File: src/rtl/clock_set_ctrl.sv
// Keypad time-set sequencer: stages HH:MM as BCD digits, validates against 23:59, strobes load.
// Optional idle auto-abort is compiled in when CLOCK_SET_TIMEOUT_EN is defined.
module clock_set_ctrl #(
    parameter int TIMEOUT_CYC = 5000,
    parameter int CNT_W       = 13
) (
    input  logic       clk,
    input  logic       rst,
    input  logic       key_valid,
    input  logic [3:0] key_code,
    output logic       set_mode,
    output logic [1:0] digit_sel,
    output logic [3:0] hr_t,
    output logic [3:0] hr_s,
    output logic [3:0] min_t,
    output logic [3:0] min_s,
    output logic       load,
    output logic       err
);
    typedef enum logic [2:0] {IDLE, E_HT, E_HS, E_MT, E_MS, WAIT_ENT, COMMIT} state_t;

    localparam logic [3:0] KEY_SET   = 4'hA;
    localparam logic [3:0] KEY_CLR   = 4'hB;
    localparam logic [3:0] KEY_ENTER = 4'hE;
    localparam logic [3:0] KEY_ABORT = 4'hF;

    generate
        if ((2 ** CNT_W) <= TIMEOUT_CYC) begin : g_cnt_w_check
            $error("CNT_W too narrow for TIMEOUT_CYC");
        end
    endgenerate

    state_t     state_q, state_d;
    logic [3:0] hr_t_q, hr_t_d, hr_s_q, hr_s_d, min_t_q, min_t_d, min_s_q, min_s_d;
    logic       set_mode_q, set_mode_d, load_q, load_d, err_q, err_d;
    logic [1:0] digit_sel_q, digit_sel_d;
    logic       digit_ok;
    logic       timeout_hit;

`ifdef CLOCK_SET_TIMEOUT_EN
    logic [CNT_W-1:0] cnt_q;
    logic             half_q;

    assign timeout_hit = (cnt_q == CNT_W'(TIMEOUT_CYC - 1));

    // Counter advances on every second cycle spent waiting in an entry state.
    always_ff @(posedge clk) begin
        if (rst || state_q == IDLE || state_q == COMMIT || key_valid || state_d != state_q) begin
            cnt_q  <= '0;
            half_q <= 1'b0;
        end else begin
            half_q <= ~half_q;
            if (half_q) cnt_q <= cnt_q + 1'b1;
        end
    end
`else
    assign timeout_hit = 1'b0;
`endif

    always_comb begin
        digit_ok = 1'b0;
        case (state_q)
            E_HT:    digit_ok = (key_code <= 4'd2);
            E_HS:    digit_ok = (hr_t_q == 4'd2) ? (key_code <= 4'd3) : (key_code <= 4'd9);
            E_MT:    digit_ok = (key_code <= 4'd5);
            E_MS:    digit_ok = (key_code <= 4'd9);
            default: digit_ok = 1'b0;
        endcase
    end

    always_comb begin
        state_d = state_q;
        hr_t_d  = hr_t_q;
        hr_s_d  = hr_s_q;
        min_t_d = min_t_q;
        min_s_d = min_s_q;
        err_d   = 1'b0;
        case (state_q)
            IDLE: begin
                if (key_valid && key_code == KEY_SET) begin
                    state_d = E_HT;
                    hr_t_d = 4'd0; hr_s_d = 4'd0; min_t_d = 4'd0; min_s_d = 4'd0;
                end
            end
            COMMIT: state_d = IDLE;
            default: begin
                if (key_valid) begin
                    if (key_code <= 4'd9) begin
                        if (digit_ok) begin
                            case (state_q)
                                E_HT:    begin hr_t_d  = key_code; state_d = E_HS;     end
                                E_HS:    begin hr_s_d  = key_code; state_d = E_MT;     end
                                E_MT:    begin min_t_d = key_code; state_d = E_MS;     end
                                default: begin min_s_d = key_code; state_d = WAIT_ENT; end
                            endcase
                        end else begin
                            err_d = 1'b1;
                        end
                    end else begin
                        case (key_code)
                            KEY_SET: begin
                                state_d = E_HT;
                                hr_t_d = 4'd0; hr_s_d = 4'd0; min_t_d = 4'd0; min_s_d = 4'd0;
                            end
                            // Step back one digit and blank the digit we land on.
                            KEY_CLR: begin
                                case (state_q)
                                    E_HT:    begin hr_t_d  = 4'd0;                 end
                                    E_HS:    begin hr_t_d  = 4'd0; state_d = E_HT; end
                                    E_MT:    begin hr_s_d  = 4'd0; state_d = E_HS; end
                                    E_MS:    begin min_t_d = 4'd0; state_d = E_MT; end
                                    default: begin min_s_d = 4'd0; state_d = E_MS; end
                                endcase
                            end
                            KEY_ENTER: begin
                                if (state_q == WAIT_ENT) state_d = COMMIT;
                                else                     err_d = 1'b1;
                            end
                            KEY_ABORT: state_d = IDLE;
                            default:   err_d = 1'b1;
                        endcase
                    end
                end else if (timeout_hit) begin
                    state_d = IDLE;
                    err_d   = 1'b1;
                end
            end
        endcase
    end

    always_comb begin
        set_mode_d  = (state_d != IDLE);
        load_d      = (state_d == COMMIT);
        digit_sel_d = 2'd0;
        case (state_d)
            E_HS:             digit_sel_d = 2'd1;
            E_MT:             digit_sel_d = 2'd2;
            E_MS:             digit_sel_d = 2'd3;
            WAIT_ENT, COMMIT: digit_sel_d = 2'd3;
            default:          digit_sel_d = 2'd0;
        endcase
    end

    always_ff @(posedge clk) begin
        if (rst) begin
            state_q     <= IDLE;
            hr_t_q      <= 4'd0;
            hr_s_q      <= 4'd0;
            min_t_q     <= 4'd0;
            min_s_q     <= 4'd0;
            set_mode_q  <= 1'b0;
            digit_sel_q <= 2'd0;
            load_q      <= 1'b0;
            err_q       <= 1'b0;
        end else begin
            state_q     <= state_d;
            hr_t_q      <= hr_t_d;
            hr_s_q      <= hr_s_d;
            min_t_q     <= min_t_d;
            min_s_q     <= min_s_d;
            set_mode_q  <= set_mode_d;
            digit_sel_q <= digit_sel_d;
            load_q      <= load_d;
            err_q       <= err_d;
        end
    end

    assign set_mode  = set_mode_q;
    assign digit_sel = digit_sel_q;
    assign hr_t      = hr_t_q;
    assign hr_s      = hr_s_q;
    assign min_t     = min_t_q;
    assign min_s     = min_s_q;
    assign load      = load_q;
    assign err       = err_q;
endmodule

File: config.mk
export PLATFORM = sky130hd
export DESIGN_NAME = clock_set_ctrl
export DESIGN_NICKNAME = d
export VERILOG_FILES = /design/src/rtl/clock_set_ctrl.sv
export SDC_FILE = /design/constraint.sdc
export NUM_CORES = 1
export LEC_CHECK = 0
export ABC_AREA = 0
export CAP_MARGIN = 20
export CORE_UTILIZATION = 36
export CTS_BUF_LIST = sky130_fd_sc_hd__clkbuf_8
export DETAILED_ROUTE_END_ITERATION = 8
export GPL_TIMING_DRIVEN = 0
export SETUP_SLACK_MARGIN = 0.02
export SLEW_MARGIN = 20
export SYNTH_ARGS = -nofsm -noshare
export SYNTH_HDL_FRONTEND = slang
export SYNTH_SLANG_ARGS = --single-unit
File: constraint.sdc
create_clock -name clk -period 3 [get_ports clk]
set_input_delay 0.9 -clock clk [delete_from_list [all_inputs] [get_ports clk]]
set_output_delay 0.9 -clock clk [all_outputs]
set_load 0.1 [all_outputs]
==> results of run 1 <==
worst max-delay path, stage by stage:
cell	delay, ns
clkdlybuf4s50_1	0.54
clkbuf_2	0.25
and3b_1	0.26
and3_1	0.23
o311ai_0	0.35
a32o_2	0.32
mux2i_1	0.19
cells by family (layout without fill, tap and decap cells):
| kind of cell | count (synthesis) | count (layout) | share of synthesized area |
|---|---|---|---|
| xor gates and xnor gates | 2 | 2 | 0.01258 |
| muxes | 15 | 15 | 0.1078 |
| buffers and inverters | 14 | 44 | 0.03953 |
| AOI/OAI and AO/OA | 43 | 43 | 0.2426 |
| DFF | 24 | 24 | 0.3450 |
| and+or+nand+nor | 62 | 62 | 0.2525 |
layer usage:
layer  vias to the layer above  GRT usage  wire (um)
met5                         -          0          0
met4                         0    0.03333         28
met3                         2    0.04107        155
met2                        44     0.2952       1579
met1                       600     0.2162       1521
li1                        652          -          -
cell usage in the layout, fill, tap and decap left out, drive strengths merged, types with 2 or more instances in the layout:
master	Yosys	routed
clkdlybuf4s50	0	26
dfxtp	24	24
nand2	16	16
mux2i	15	15
clkbuf	8	12
nand2b	11	11
nor2	11	11
o21ai	7	7
nor2b	6	6
a21oi	6	6
inv	4	4
a211oi	4	4
a22oi	3	3
nor3b	3	3
o311ai	3	3
buf	2	2
and3	2	2
nand4b	2	2
o2111ai	2	2
and2	2	2
o31ai	2	2
o22a	2	2
a32o	2	2
a31oi	2	2
sequential cells by signal, indices dropped and copies added, names as in the netlist:
name / flops
digit_sel: 2
hr_t: 4
load: 1
err: 1
min_s: 4
min_t: 4
hr_s: 4
state_q: 3
set_mode: 1
through the flow:
| step | hold WS [ns] | setup TNS [ns] | power (mW) |
|---|---|---|---|
| 6_report | 0.4594 | 0 | 0.5985 |
| 5_1_grt | 0.4855 | 0 | 0.6278 |
| 4_1_cts | 0.4657 | 0 | 0.6049 |
| 3_5_place_dp | 0.4541 | -4.263 | 0.3946 |
| 3_3_place_gp | 0.4485 | -3.995 | 0.3948 |
| 2_1_floorplan | 0.7015 | 0 | 0.3728 |
how the worst max path moves through the flow:
stage                 from  cells after the start                 endpoint  slack (ns)
6_report       key_code[2]                      7     hr_s[1]$_SDFFE_PP0P_        0.15
2_1_floorplan  key_code[2]                      7    min_s[3]$_SDFFE_PP0P_        0.51
4_1_cts        key_code[3]                      8  digit_sel[0]$_SDFF_PP0_        0.06
5_1_grt        key_code[2]                      7     hr_s[0]$_SDFFE_PP0P_        0.04
3_3_place_gp   key_code[3]                      8  digit_sel[0]$_SDFF_PP0_       -0.28
3_5_place_dp   key_code[3]                      8  digit_sel[0]$_SDFF_PP0_       -0.33
timing repair:
item	4_1_cts	5_1_grt
resized for setup	3	6
buffers inserted	0	0
setup endpoints to repair	8	14
pin swaps	0	0
gates cloned	0	0
where the power goes:
part | internal, mW | switching (mW)
clock | 0.117 | 0.0921
combinational | 0.0272 | 0.0426
sequential | 0.319 | 0.000732
final cells by class:
type	instances	area (um2)	area share
multi-input cells	122	873.3	0.4885
flip-flops and latches	24	480.5	0.2687
repair buffers	26	260.3	0.1456
well taps	48	60.06	0.03359
clock buffers	4	55.05	0.03079
plain buffers	10	43.79	0.02449
inverters	4	15.01	0.008398
==> out/metrics.yaml, run 1 <==
postLayoutCellArea_mm2: 0.001788
cts.sinks: 24
tightest_slew_ns: 0.9779
p_leak_nw: 0.6758
die_y_um: 64.20
rr_worst_depth: 7
min_path_type: "register to register"
antenna_found_initial: 0
wl_per_cell_um: 13.80
syn_nets: 167
port_buffers: 26
clk-insertion-delay-late_ns: 0.26
rr_startpoint: "state_q[1]$_SDFF_PP0_"
crit_fanout: 10
place_ws_ns: -0.3250
fin_crit_ns: 2.855
fillers: 372
slew_headroom: 0.3460
rsz0062_at_grt: "no"
grt_pass1_wl_mm: 5.644
synth_area_leaders: "dfxtp_1 (35%), mux2i_1 (11%), nand2b_1 (4.9%), nand2_1 (4.3%), nor2_1 (2.7%)"
drv_slew: 0
cts_hold_buffers: 0
netlist_area_mm2: 0.001393
ys_async_sr_fraction: 0
placed_area_mm2: 0.001713
yosysTopAreaCell: "dfxtp_1"
finalClockSkew_ns: 0.004733
yosysMostFrequentCell: "dfxtp_1"
hp-start: "min_s[1]$_SDFFE_PP0P_"
clock.fmax_ghz: 0.3503
cts_tree: "done"
clockRootBuffer: "clkbuf_8"
num_vias: 1298
arrival_ns: 3.05
routed_via_density: 5.454
fin_nets: 198
synth-edff-count: 0
setup_viol: 0
hold_path_depth: 2
synth.top_cell.area_share: 0.3450
ys_seq_area_frac: 0.3450
fin_crit_sh: 0.9516
path_clk_slew_ns: 0.08
grt.total_usage: 0.1712
final_core_util: 0.4847
hold_path_end: "min_s[1]$_SDFFE_PP0P_"
cp.required_ns: 3.19
hold_violations: 0
drt_pass1_iterations: 4
num_antenna_cells: 0
start_util: 0.3775
cts_max_level: 1
ys_top_cells_by_count: "dfxtp_1 (24), nand2_1 (16), mux2i_1 (15)"
design.die.area_mm2: 0.004121
cts_buffers: 3
ys_seq_elements: 24
dp_cells: 234
wl_mm: 3.284
die_w_um: 64.20
status: "finished clean"
ir_drop_v: 0.0002976
worstReg2RegEnd: "digit_sel[0]$_SDFF_PP0_"
r2r_setup_slack_ns: 0.68
ys_types: 49
synthCells: 160
num_io_pins: 28
coreArea_mm2: 0.003689
cts.path.max_buffers: 2
endpoint_kind: "register"
path_class: "input port to register"
critPathLaunchType: "input port"
dp_hpwl_mm: 2.556
synthFlopType: "dfxtp_1"
routabilityCongestion: 0.9062
synth_area_per_cell_um2: 8.704
syn2layout_area_growth_pct: 28.39
drive_gt1_frac: 0.1000
remaining_drc_errors: 0
finalWorstSetupSlack_ns: 0.1452
ant_nets: 0
max_cap_violations: 0
drtIter0Drc: 47
overflow: 0
final_cells: 238
num_rows: 22
powerDensity_mw_per_mm2: 334.8
grt_pass1_vias: 1229
yosysWarnings: 0
grt_max_degree: 14
Note: power is estimated with default switching activity, not from simulation.
==> run 2, diff against run 1 <==
- CORE_MARGIN: default -> 2
==> run 2 against run 1 <==
Combinational power increased by 1%. Total power decreased by 4.6%. Count of clock-buffer cells in the layout decreased by 1. Fmax decreased by 1.0%. Register-to-register slack got worse by 0.05 ns. Setup slack got worse by 0.030 ns. Largest power group unchanged.
==> out/metrics.yaml, run 2 (synthesis results as in run 1) <==
remaining_drc_errors: 0  # unchanged
cts.sinks: 24  # unchanged
multiInputGateArea_um2: 873.3  # unchanged
die_y_um: 66.20  # was 64.20 um
final_core_util: 0.4817  # was 0.4847
grt_pass1_wl_mm: 5.947  # was 5.644 mm
crit_fanout: 10  # unchanged
setup_viol: 0  # unchanged
start_util: 0.3775  # unchanged
clk-insertion-delay-late_ns: 0.26  # about the same
ir_drop_v: 0.0003604  # was 0.0002976 V
ant_nets: 0  # unchanged
critPathLaunchType: "input port"  # unchanged
final_cell_mix: "clkdlybuf4s50_1 (26), dfxtp_1 (24), nand2_1 (16)"  # unchanged
path_cells: "clkdlybuf4s50_1 > clkbuf_4 > and3b_1 > and3_1 > o311ai_0 > a32o_2 > mux2i_1"  # was clkdlybuf4s50_1 > clkbuf_2 > and3b_1 > and3_1 > o311ai_0 > a32o_2 > mux2i_1
coreArea_mm2: 0.003689  # unchanged
drive_gt1_frac: 0.09524  # was 0.1000
fin_crit_ns: 2.885  # was 2.855 ns
grt_max_degree: 13  # was 14
syn2layout_area_growth_pct: 27.58  # was 28.39%
num_antenna_cells: 0  # unchanged
routabilityCongestion: 0.8643  # was 0.9062
p_leak_nw: 0.6691  # was 0.6758 nW
clock.fmax_ghz: 0.3467  # was 0.3503 GHz
path_class: "input port to register"  # unchanged
path_clk_slew_ns: 0.08  # about the same
clockRootBuffer: "clkbuf_8"  # unchanged
final_common_cell: "clkdlybuf4s50_1"  # unchanged
cpPeakStageDelay_ns: 0.55  # was 0.54 ns
finalClockSkew_ns: 0.001647  # was 0.004733 ns
hold_violations: 0  # unchanged
wl_mm: 3.479  # was 3.284 mm
min_path_type: "register to register"  # unchanged
cts.path.max_buffers: 2  # unchanged
tightest_slew_ns: 0.9738  # was 0.9779 ns
fillers: 377  # was 372
drt_pass1_iterations: 4  # unchanged
die_w_um: 66.20  # was 64.20 um
cts_setup_buffers: 0  # unchanged
drtIter0Drc: 55  # was 47
wl_per_cell_um: 14.68  # was 13.80 um
fin_crit_sh: 0.9615  # was 0.9516
cts_tree: "done"  # unchanged
design.die.area_mm2: 0.004382  # was 0.004121 mm2
overflow: 0  # unchanged
powerDensity_mw_per_mm2: 321.5  # was 334.8 mW/mm2
status: "finished clean"  # unchanged
dp_cells: 234  # unchanged
endpoint_kind: "register"  # unchanged
cts_max_level: 1  # unchanged
dp_hpwl_mm: 2.661  # was 2.556 mm
max_cap_violations: 0  # unchanged
grt.total_usage: 0.1733  # was 0.1712
num_vias: 1307  # was 1298
cts_buffers: 3  # unchanged
num_rows: 22  # unchanged
rsz0062_at_grt: "yes"  # was no
drv_slew: 0  # unchanged
ff_latch_area_um2: 480.5  # unchanged
slew_headroom: 0.3488  # was 0.3460
num_io_pins: 28  # unchanged
port_buffers: 26  # unchanged
routed_via_density: 5.515  # was 5.454
power_mw: 0.5711  # was 0.5985 mW
hold_ws_ns: 0.4671  # was 0.4594 ns
critPathSlowestCell: "clkdlybuf4s50_1"  # unchanged
antenna_found_initial: 0  # unchanged
fin_nets: 198  # unchanged
cts_hold_buffers: 0  # unchanged
cp.required_ns: 3.19  # about the same
final_cells: 237  # was 238
grt_pass1_vias: 1263  # was 1229
arrival_ns: 3.07  # was 3.05 ns
==> run 2: through the flow <==
| stage | cell area (um2) | worst slack (ns) | setup TNS, ns |
|---|---|---|---|
| 2_1_floorplan | 1393 | 0.5089 | 0 |
| 3_3_place_gp | 1713 | -0.3026 | -4.021 |
| 3_5_place_dp | 1713 | -0.3060 | -4.522 |
| 4_1_cts | 1762 | 0.06754 | 0 |
| 5_1_grt | 1777 | 0.002171 | 0 |
| 6_report | 1777 | 0.1154 | 0 |
==> run 2: final cells by class <==
| cell class | instances | share of cell area |
|---|---|---|
| buffer | 10 | 0.02606 |
| clock buffer | 3 | 0.02324 |
| inverter | 4 | 0.008451 |
| multi-input combinational | 122 | 0.4916 |
| sequential | 24 | 0.2704 |
| tap | 48 | 0.03380 |
| timing repair buffer | 26 | 0.1465 |
==> run 2: metal layers <==
metal	up-vias	GRT usage	share of wire	wire, um
met2	40	0.2950	0.49	1695
met3	0	0.03748	0.051	179
met4	0	0.01531	0	0
li1	648	-	-	-
met1	619	0.2329	0.46	1603
met5	-	0	0	0
==> run 2: timing repair <==
item,CTS,global route
gates resized for setup,2,9
endpoints found under the setup margin,11,19
pin swaps,0,1
==> run 2: critical path, delay by kind of cell <==
kind	cells	cell delay [ns]
compound gates	2	0.71
buf+inv	2	0.78
mux	1	0.20
simple gates	2	0.47
==> run 2: power by group <==
part	total (mW)	leakage, nW	switching [mW]	internal [mW]
logic	0.0707	0.454	0.0431	0.0276
clock network	0.181	0.0216	0.0912	0.0895
registers	0.320	0.193	0.000742	0.319
==> run 2: path summary, 6_finish.rpt <==
kind,start,to,slack [ns],cells after the start
max,key_code[2],hr_s[3]$_SDFFE_PP0P_,0.12,7
min,min_s[2]$_SDFFE_PP0P_,min_s[2]$_SDFFE_PP0P_,0.47,2
max reg2reg,state_q[1]$_SDFF_PP0_,digit_sel[0]$_SDFF_PP0_,0.63,7
min reg2reg,min_s[2]$_SDFFE_PP0P_,min_s[2]$_SDFFE_PP0P_,0.47,2
==> run 3, diff against run 2 <==
- GPL_ROUTABILITY_DRIVEN: default -> 0
- clock period: 3 -> 2.71 ns (I/O delays scaled with it)
==> run 3 against run 2 <==
Die area did not move. Critical path depth is the same. Sequential power rose by 11%. Cell area grew 4.3%. Global-route usage is 0.34 points higher. Count of clock-buffer cells in the layout grew 1. Largest cell class unchanged. Non-clock buffer count up 3. Sequential cell count did not move. Largest power group unchanged. Highest routed layer is now met4. Clock skew up 0.0013 ns. Via count increased by 3.5%.
==> out/metrics.yaml, run 3 (synthesis results as in run 1) <==
wl_per_cell_um: 14.88  # was 14.68 um
swShare: 0.2303  # was 0.2364
rr_startpoint: "state_q[0]$_SDFF_PP0_"  # was state_q[1]$_SDFF_PP0_
drive_gt1_frac: 0.1399  # was 0.09524
drv_slew: 0  # unchanged
r2r_setup_slack_ns: 0.28  # was 0.63 ns
endpoint_kind: "register"  # unchanged
status: "finished clean"  # unchanged
num_antenna_cells: 0  # unchanged
p_leak_nw: 0.7236  # was 0.6691 nW
ant_nets: 0  # unchanged
fin_nets: 201  # was 198
hold_path_end: "min_s[1]$_SDFFE_PP0P_"  # was min_s[2]$_SDFFE_PP0P_
cts_buffers: 3  # unchanged
routed_via_density: 5.614  # was 5.515
cts_max_level: 1  # unchanged
critPathSlowestCell: "o41ai_1"  # was clkdlybuf4s50_1
clockRootBuffer: "clkbuf_8"  # unchanged
design.die.area_mm2: 0.004382  # unchanged
path_cells: "clkdlybuf4s50_1 > clkbuf_4 > inv_1 > o41ai_1 > o2111a_1 > a21o_1 > a41oi_1"  # was clkdlybuf4s50_1 > clkbuf_4 > and3b_1 > and3_1 > o311ai_0 > a32o_2 > mux2i_1
grt_pass1_wl_mm: 6.058  # was 5.947 mm
path_class: "input port to register"  # unchanged
cpLargestDelayFamily: "compound AO/OA/AOI/OAI gates"  # was buffers and inverters
final_cell_mix: "dfxtp_1 (24), clkdlybuf4s50_1 (23), nand2_1 (16)"  # was clkdlybuf4s50_1 (26), dfxtp_1 (24), nand2_1 (16)
min_path_type: "register to register"  # unchanged
final_common_cell: "dfxtp_1"  # was clkdlybuf4s50_1
cp.required_ns: 2.83  # was 3.19 ns
seqPwrFrac: 0.529  # was 0.560
num_rows: 22  # unchanged
clock_power_share: 0.346  # was 0.316
cts.sinks: 24  # unchanged
num_vias: 1353  # was 1307
rr_worst_depth: 7  # unchanged
overflow: 0  # unchanged
pwr-share-comb: 0.125  # was 0.124
internal_power_mw: 0.5153  # was 0.4361 mW
cpPeakStageDelay_ns: 0.54  # was 0.55 ns
place_ws_ns: -0.5410  # was -0.3060 ns
grt_max_degree: 14  # was 13
num_io_pins: 28  # unchanged
rsz0062_at_grt: "no"  # was yes
cts_tree: "done"  # unchanged
wl_mm: 3.586  # was 3.479 mm
dp_hpwl_mm: 2.690  # was 2.661 mm
fin_crit_sh: 0.9758
grt_pass1_vias: 1317  # was 1263
tightest_slew_ns: 0.9814  # was 0.9738 ns
die_y_um: 66.20  # unchanged
ir_drop_v: 0.0005362  # was 0.0003604 V
finalClockSkew_ns: 0.002992  # was 0.001647 ns
antenna_found_initial: 0  # unchanged
grt.total_usage: 0.1768  # was 0.1733
clk-insertion-delay-late_ns: 0.26  # about the same
finalWorstSetupSlack_ns: 0.06555  # was 0.1154 ns
die_w_um: 66.20  # unchanged
cts_hold_buffers: 0  # unchanged
power_mw: 0.6695  # was 0.5711 mW
slew_headroom: 0.3437  # was 0.3488
remaining_drc_errors: 0  # unchanged
p_sw_mw: 0.1542  # was 0.1350 mW
drt_pass1_iterations: 4  # unchanged
hp-start: "min_s[1]$_SDFFE_PP0P_"  # was min_s[2]$_SDFFE_PP0P_
drtIter0Drc: 59  # was 55
hold_violations: 0  # unchanged
clock.fmax_ghz: 0.3782
crit_fanout: 10  # unchanged
arrival_ns: 2.77  # was 3.07 ns
worstReg2RegEnd: "digit_sel[0]$_SDFF_PP0_"  # unchanged
start_util: 0.3775  # unchanged
hold_path_depth: 2  # unchanged
fin_crit_ns: 2.644
coreArea_mm2: 0.003689  # unchanged
setup_viol: 0  # unchanged
path_clk_slew_ns: 0.08  # about the same
final.setup.tns_ns: 0  # unchanged
port_buffers: 26  # unchanged
critPathLaunchType: "input port"  # unchanged
critPathBufInv: 3  # was 2
powerDensity_mw_per_mm2: 361.3  # was 321.5 mW/mm2
max_cap_violations: 0  # unchanged
cts.path.max_buffers: 2  # unchanged
syn2layout_area_growth_pct: 33.06  # was 27.58%
==> run 3: worst min-delay path, stage by stage, from the launching register on <==
cell     delay (ns)
dfxtp_1        0.31
nand2_1        0.05
mux2i_1        0.05
==> run 3: power by group through the flow <==
stage	clock, mW	sequential [mW]	combinational, mW
finish	0.232	0.354	0.0836
floorplan	0	0.367	0.0459
CTS	0.241	0.354	0.0787
global route	0.257	0.354	0.0903
detailed placement	0	0.362	0.0758
global placement	0	0.362	0.0747
==> run 3: per-stage QoR <==
| stage | area [um2] | hold slack, ns | util | instances |
|---|---|---|---|---|
| floorplan | 1393 | 0.7015 | - | 160 |
| global route | 1853 | 0.4897 | 0.5024 | 241 |
| finish | 1853 | 0.4618 | 0.5024 | 241 |
| detailed placement | 1713 | 0.4585 | 0.4644 | 234 |
| CTS | 1798 | 0.4703 | 0.4874 | 239 |
| global placement | 1713 | 0.4487 | 0.4644 | 234 |
==> run 3: layout make-up <==
type / instances / area (um2)
tap: 48 / 60.06
clock buffer: 4 / 55.05
sequential: 24 / 480.5
inverter: 4 / 15.01
multi-input combinational: 122 / 903.4
buffer: 10 / 48.80
fill: 367 / 1836
timing repair buffer: 29 / 290.3
==> run 3: timing repair <==
action | CTS | global route
setup buffers | 1 | 2
pin swaps | 2 | 3
setup endpoints to repair | 23 | 17
gates resized for setup | 10 | 14
==> run 3: metal layers <==
metal	GRT usage	up-vias	wire, um
met3	0.03918	2	235
met2	0.3050	58	1815
met5	0	-	0
li1	-	656	-
met4	0.02041	0	5
met1	0.2314	637	1529
==> run 3: worst max-delay path by stage <==
| stage | start | end | depth (start not counted) | slack (ns) |
|---|---|---|---|---|
| floorplan | hr_t[1]$_SDFFE_PP0P_ | hr_s[0]$_SDFFE_PP0P_ | 6 | 0.25 |
| finish | key_code[1] | set_mode$_SDFF_PP0_ | 7 | 0.07 |
| detailed placement | key_code[3] | digit_sel[0]$_SDFF_PP0_ | 8 | -0.54 |
| global route | key_code[1] | digit_sel[1]$_SDFF_PP0_ | 8 | 0.003 |
| CTS | key_code[2] | min_s[0]$_SDFFE_PP0P_ | 8 | 0.02 |
| global placement | key_code[3] | digit_sel[0]$_SDFF_PP0_ | 8 | -0.49 |
